==> src/rtl/riscv_boot_pkg.sv <==
// Shared types for the boot loader: FSM states, sticky error codes and the default frame sync byte.
package riscv_boot_pkg;

  typedef enum logic [2:0] {
    ST_IDLE  = 3'd0,
    ST_SYNC  = 3'd1,
    ST_LEN0  = 3'd2,
    ST_LEN1  = 3'd3,
    ST_DATA  = 3'd4,
    ST_WRITE = 3'd5,
    ST_CSUM  = 3'd6
  } boot_state_t;

  typedef enum logic [1:0] {
    ERR_NONE    = 2'd0,
    ERR_TIMEOUT = 2'd1,
    ERR_LEN_OVF = 2'd2,
    ERR_CSUM    = 2'd3
  } boot_err_t;

  localparam logic [7:0] BOOT_MAGIC = 8'hA5;

endpackage

==> src/rtl/boot_timeout_cnt.sv <==
// Loadable saturating down-counter; expired is high while enabled and the count sits at zero.
// Loading LOAD_VAL at a byte makes expired assert LOAD_VAL+1 cycles later.
module boot_timeout_cnt #(
  parameter int unsigned W        = 24,
  parameter int unsigned LOAD_VAL = 0
) (
  input  logic clk,
  input  logic resetn,
  input  logic reload,
  input  logic enable,
  output logic expired
);

  localparam logic [W-1:0] LOAD = W'(LOAD_VAL);

  logic [W-1:0] cnt_q, cnt_d;

  always_comb begin
    cnt_d = cnt_q;
    if (reload)
      cnt_d = LOAD;
    else if (enable && (cnt_q != '0))
      cnt_d = cnt_q - 1'b1;
  end

  always_ff @(posedge clk) begin
    if (!resetn) cnt_q <= LOAD;
    else         cnt_q <= cnt_d;
  end

  assign expired = enable && (cnt_q == '0);

endmodule

==> src/rtl/riscv_boot_loader.sv <==
// Boot sequencer: receives a framed image from UART RX, writes it into RAM word by word,
// validates the checksum and releases the CPU. All outputs registered, one cycle after the causing byte.
module riscv_boot_loader
  import riscv_boot_pkg::*;
#(
  parameter int unsigned CLK_FREQ   = 100000000,
  parameter int unsigned RAM_DEPTH  = 8192,
  parameter int unsigned WL         = 32,
  parameter logic [7:0]  MAGIC      = BOOT_MAGIC,
  parameter int unsigned TIMEOUT_MS = 100,
  localparam int unsigned AW        = $clog2(RAM_DEPTH)
) (
  input  logic          clk,
  input  logic          resetn,
  input  logic          start,
  input  logic          rx_valid,
  input  logic [7:0]    rx_data,
  output logic [3:0]    ram_we,
  output logic [AW-1:0] ram_addr,
  output logic [WL-1:0] ram_wdata,
  output logic          ram_own,
  output logic          cpu_reset,
  output logic          busy,
  output logic          done,
  output logic [1:0]    error
);

  localparam int unsigned TO_CYC  = CLK_FREQ / 1000 * TIMEOUT_MS;
  localparam int unsigned TO_LOAD = (TO_CYC >= 2) ? TO_CYC - 2 : 0;
  localparam int unsigned TO_W    = (TO_LOAD < 2) ? 1 : $clog2(TO_LOAD + 1);

  boot_state_t   state_q, state_d;
  logic [15:0]   len_q, len_d;
  logic [15:0]   wcnt_q, wcnt_d;
  logic [1:0]    bidx_q, bidx_d;
  logic [23:0]   buf_q, buf_d;
  logic [7:0]    csum_q, csum_d;

  logic [3:0]    ram_we_q, ram_we_d;
  logic [AW-1:0] ram_addr_q, ram_addr_d;
  logic [WL-1:0] ram_wdata_q, ram_wdata_d;
  logic          ram_own_q, ram_own_d;
  logic          cpu_reset_q, cpu_reset_d;
  logic          busy_q, busy_d;
  logic          done_q, done_d;
  boot_err_t     error_q, error_d;

  logic          ev_start, ev_ok, ev_err, ev_wr;
  boot_err_t     err_code;
  logic [15:0]   len_full;
  logic          tmo_reload, tmo_enable, tmo_expired;

  assign tmo_enable = (state_q != ST_IDLE);

  generate
    if (TIMEOUT_MS != 0) begin : g_tmo
      boot_timeout_cnt #(
        .W        (TO_W),
        .LOAD_VAL (TO_LOAD)
      ) u_tmo (
        .clk     (clk),
        .resetn  (resetn),
        .reload  (tmo_reload),
        .enable  (tmo_enable),
        .expired (tmo_expired)
      );
    end else begin : g_no_tmo
      assign tmo_expired = 1'b0;
    end
  endgenerate

  always_ff @(posedge clk) begin
    if (!resetn) begin
      state_q     <= ST_IDLE;
      len_q       <= '0;
      wcnt_q      <= '0;
      bidx_q      <= '0;
      buf_q       <= '0;
      csum_q      <= '0;
      ram_we_q    <= '0;
      ram_addr_q  <= '0;
      ram_wdata_q <= '0;
      ram_own_q   <= 1'b0;
      cpu_reset_q <= 1'b0;
      busy_q      <= 1'b0;
      done_q      <= 1'b0;
      error_q     <= ERR_NONE;
    end else begin
      state_q     <= state_d;
      len_q       <= len_d;
      wcnt_q      <= wcnt_d;
      bidx_q      <= bidx_d;
      buf_q       <= buf_d;
      csum_q      <= csum_d;
      ram_we_q    <= ram_we_d;
      ram_addr_q  <= ram_addr_d;
      ram_wdata_q <= ram_wdata_d;
      ram_own_q   <= ram_own_d;
      cpu_reset_q <= cpu_reset_d;
      busy_q      <= busy_d;
      done_q      <= done_d;
      error_q     <= error_d;
    end
  end

  assign len_full = {rx_data, len_q[7:0]};

  always_comb begin
    state_d    = state_q;
    len_d      = len_q;
    wcnt_d     = wcnt_q;
    bidx_d     = bidx_q;
    buf_d      = buf_q;
    csum_d     = csum_q;
    ev_start   = 1'b0;
    ev_ok      = 1'b0;
    ev_err     = 1'b0;
    ev_wr      = 1'b0;
    err_code   = ERR_NONE;
    tmo_reload = (state_q != ST_IDLE) && rx_valid;

    case (state_q)
      ST_IDLE: begin
        if (start) begin
          ev_start   = 1'b1;
          tmo_reload = 1'b1;
          state_d    = ST_SYNC;
          len_d      = '0;
          wcnt_d     = '0;
          bidx_d     = '0;
          csum_d     = '0;
        end
      end
      ST_SYNC: begin
        if (rx_valid && (rx_data == MAGIC)) state_d = ST_LEN0;
      end
      ST_LEN0: begin
        if (rx_valid) begin
          len_d[7:0] = rx_data;
          csum_d     = csum_q + rx_data;
          state_d    = ST_LEN1;
        end
      end
      ST_LEN1: begin
        if (rx_valid) begin
          len_d  = len_full;
          csum_d = csum_q + rx_data;
          if (32'(len_full) > RAM_DEPTH) begin
            ev_err   = 1'b1;
            err_code = ERR_LEN_OVF;
            state_d  = ST_IDLE;
          end else if (len_full == '0) begin
            state_d = ST_CSUM;
          end else begin
            state_d = ST_DATA;
          end
        end
      end
      ST_DATA: begin
        if (rx_valid) begin
          csum_d = csum_q + rx_data;
          if (bidx_q == 2'd3) begin
            ev_wr   = 1'b1;
            bidx_d  = '0;
            state_d = ST_WRITE;
          end else begin
            case (bidx_q)
              2'd0:    buf_d[7:0]   = rx_data;
              2'd1:    buf_d[15:8]  = rx_data;
              default: buf_d[23:16] = rx_data;
            endcase
            bidx_d = bidx_q + 2'd1;
          end
        end
      end
      ST_WRITE: begin
        wcnt_d = wcnt_q + 16'd1;
        // A byte landing here is either byte 0 of the next word or, after the last word, the checksum.
        if (wcnt_d == len_q) begin
          if (rx_valid) begin
            ev_ok    = (rx_data == csum_q);
            ev_err   = (rx_data != csum_q);
            err_code = ERR_CSUM;
            state_d  = ST_IDLE;
          end else begin
            state_d = ST_CSUM;
          end
        end else begin
          state_d = ST_DATA;
          if (rx_valid) begin
            buf_d[7:0] = rx_data;
            bidx_d     = 2'd1;
            csum_d     = csum_q + rx_data;
          end
        end
      end
      ST_CSUM: begin
        if (rx_valid) begin
          ev_ok    = (rx_data == csum_q);
          ev_err   = (rx_data != csum_q);
          err_code = ERR_CSUM;
          state_d  = ST_IDLE;
        end
      end
      default: state_d = ST_IDLE;
    endcase

    if ((state_q != ST_IDLE) && !rx_valid && tmo_expired) begin
      ev_err   = 1'b1;
      err_code = ERR_TIMEOUT;
      state_d  = ST_IDLE;
    end
  end

  always_comb begin
    ram_we_d    = ev_wr ? 4'hF : 4'h0;
    ram_addr_d  = ev_wr ? wcnt_q[AW-1:0] : ram_addr_q;
    ram_wdata_d = ev_wr ? {rx_data, buf_q} : ram_wdata_q;
    cpu_reset_d = cpu_reset_q;
    ram_own_d   = ram_own_q;
    error_d     = error_q;
    if (ev_start) begin
      cpu_reset_d = 1'b1;
      ram_own_d   = 1'b1;
      error_d     = ERR_NONE;
    end
    if (ev_ok) begin
      cpu_reset_d = 1'b0;
      ram_own_d   = 1'b0;
    end
    if (ev_err) begin
      ram_own_d = 1'b0;
      error_d   = err_code;
    end
    busy_d = (state_d != ST_IDLE);
    done_d = ev_ok;
  end

  assign ram_we    = ram_we_q;
  assign ram_addr  = ram_addr_q;
  assign ram_wdata = ram_wdata_q;
  assign ram_own   = ram_own_q;
  assign cpu_reset = cpu_reset_q;
  assign busy      = busy_q;
  assign done      = done_q;
  assign error     = error_q;

endmodule
==> config.mk <==
export PLATFORM = sky130hd
export DESIGN_NAME = riscv_boot_loader
export DESIGN_NICKNAME = d
export VERILOG_FILES = /design/src/rtl/riscv_boot_pkg.sv /design/src/rtl/boot_timeout_cnt.sv /design/src/rtl/riscv_boot_loader.sv
export SDC_FILE = /design/constraint.sdc
export NUM_CORES = 1
export LEC_CHECK = 0
export CAP_MARGIN = 0
export CORE_UTILIZATION = 50
export DETAILED_ROUTE_END_ITERATION = 10
export DONT_BUFFER_PORTS = 1
export PLACE_DENSITY = 0.67
export SLEW_MARGIN = 20
export SYNTH_ARGS = -nofsm -noshare
export SYNTH_HDL_FRONTEND = slang
export SYNTH_SLANG_ARGS = --single-unit
==> constraint.sdc <==
create_clock -name clk -period 2.8 [get_ports clk]
set_input_delay 0.56 -clock clk [delete_from_list [all_inputs] [get_ports clk]]
set_output_delay 0.56 -clock clk [all_outputs]
set_load 0.05 [all_outputs]
==> run metrics <==
Max Freq 0.381 GHz; post-synth top area share 0.408; Synth cell types 76; register area share after synthesis 0.408; Worst Max-Slew Pin Slew 0.997 ns; post-route ant nets 0; total negative setup slack 0 ns; Peak VDD IR 0.419 mV; IO Count 67; status complete, no violations; Final GP Congestion 0.898; Max-Cap Viols 0; iteration count of the initial detailed-routing pass 6; initial antenna violation count 0; Clock Skews 0.00656 ns; core area 0.0139 mm2; Max Root-Sink Buffers 2; fin crit period 2.63 ns; HPWL Detailed 12,300 um; CP max stage delay 0.52 ns; Synth-to-Final Area Change 11.4%; Hold Vio Cnt, Final 0; Tcrit/Tclk final 0.938; area leader, netlist dfxtp_1; critical path arrival 2.94 ns; ranking of synthesized cells by area dfxtp_1 (41%), nand2_1 (10%), a21oi_1 (7.1%); Num CTS Buffers 17; Initial Util 0.513; CP startpoint kind flop; Via density 5.86; Syn Inst Count 881; die width 121 um; worst-path cell chain nand3_4 > nor3_2 > mux2_2 > a2111oi_4 > nand3_2 > a31o_1 > buf_4 > mux2i_1; Ys Warns 0; Bufs and invs on worst path 1; Mapped Nets 907; final setup vio count 0; Crit Path Category reg2reg; layout cells sized above 1 0.0990; CTS clk-pin slew, worst paths 0.06 ns; DR WL/cell 16.9 um; DRT iter0 DRCs 448; Mapped Avg Cell Area 8.08 um2; slowest stage cell on the critical path dfxtp_1; leakage power 2.86 nW; CTS HTree Levels 4; total vias in the final route 6,202; top-count cell post-synth nand2_1; die height 121 um; row cnt 43; crit end category flop; Final Max Slew Viols 0; vias in the first global route 5,928; Post-Syn Area 0.00712 mm2; first-pass GRT wire length 28,800 um; Seq cells post-synth 145; Worst EP required 3.11 ns; Power Dens Cells 599 mW/mm2; Routed WL 17,900 um; synth cell count leaders nand2_1 (190), dfxtp_1 (145), a21oi_1 (101); number of nets in the layout 892; final core occ 0.572; EDFF count, synth 0; Slew HR 0.337; grt ovf 0; residual DRC count 0; worst skew pair latency 0.42 ns; CP max FO 9; CTS sink count 145; Antenna Cells 0; total power draw 4.75 mW; RSZ-0062 raised after global routing no; ys async rst share 0; Post-synth top flop dfxtp_1; pin count of the biggest net entering global routing 70; Root Buffer clkbuf_16; All-Layer GR Usage 0.249; CTS tree done; Port Buffers 0; Die ar. 0.0147 mm2; Tightest Hold Check Type in2reg; critical path's top delay family simple AND/OR/NAND/NOR gates
==> cells in the final DEF (no fill, tap or decap), types with 5 or more instances in the layout <==
cell type	instances
a211oi_1	8
a21oi_1	101
and2_1	5
and3_1	9
buf_4	26
bufinv_16	5
clkbuf_16	17
dfxtp_1	144
ha_1	12
inv_1	10
inv_6	5
mux2i_1	25
nand2_1	190
nand2b_1	6
nand3_1	51
nand4_1	10
nor2_1	67
nor3_1	16
nor4_1	13
o21ai_0	17
xnor2_1	28
xor2_1	17
==> cell families (layout without fill, tap and decap cells) <==
group,Yosys count,in the layout,share of synthesized area
compound gates,168,168,0.146
xor+xnor,46,46,0.0587
fa+ha+maj,14,14,0.0257
flops,145,145,0.408
simple gates,410,410,0.279
buf+inv,72,70,0.0464
mux,26,26,0.0367
==> sequential cells by signal, indices dropped and copies added, names as in the netlist <==
signal	flops
ram_wdata	32
buf_q	24
g_tmo.u_tmo.cnt_q	24
len_q	16
wcnt_q	16
ram_addr	13
csum_q	8
state_q	3
bidx_q	2
error	2
busy	1
cpu_reset	1
done	1
ram_own	1
ram_we	1
==> cell type report <==
cell class	instances	area, um2
fill	1260	5950
tap	180	225
clock buffer	18	429
clock inverter	14	224
inverter	11	41.3
sequential	145	2900
multi-input combinational	664	3890
timing repair buffer	27	215
==> through the flow <==
step / instance area, um2 / instances / setup WS [ns] / hold WS [ns]
5_1_grt: 7930 / 1059 / 0.0255 / 0.256
3_5_place_dp: 7250 / 1025 / 0.0673 / 0.447
6_report: 7930 / 1059 / 0.174 / 0.262
4_1_cts: 7900 / 1057 / 0.0474 / 0.252
2_1_floorplan: 7120 / 881 / 0.278 / 0.432
3_3_place_gp: 7250 / 1025 / 0.211 / 0.440
==> worst register-to-register path, cell delays in order (launching register included) <==
cell       delay [ns]
dfxtp_1          0.52
nand3_4          0.21
nor3_2           0.26
mux2_2           0.40
a2111oi_4        0.37
nand3_2          0.18
a31o_1           0.26
buf_4            0.18
mux2i_1          0.14
==> routing by layer <==
metal  share of wire  vias up  global-route usage
li1                -     3033                   -
met3           0.064       29              0.0644
met1            0.45     2958               0.319
met5               0        -                   0
met4           0.015        0              0.0818
met2            0.47      182               0.404
==> worst paths after layout <==
check | start | endpoint | slack, ns | cells past startpoint
worst min-delay path | resetn | error[0] | 0.26 | 1
worst max register to register | wcnt_q[6] | buf_q[6] | 0.17 | 8
worst min register to register | buf_q[19] | ram_wdata[19] | 0.45 | 2
worst max-delay path | wcnt_q[6] | buf_q[6] | 0.17 | 8
==> power breakdown <==
part           total (mW)  switching (mW)  internal, mW
clock network        2.52           0.922          1.60
registers            2.09          0.0219          2.07
logic               0.140          0.0973        0.0427
==> what timing repair did <==
action / CTS / global route
endpoints found under the hold margin: 0 / 0
buffers inserted: 0 / 2
hold buffers: 0 / 0
endpoints found under the setup margin: 0 / 15
resized for setup: 0 / 3
Power figures use the tool's default switching activity.
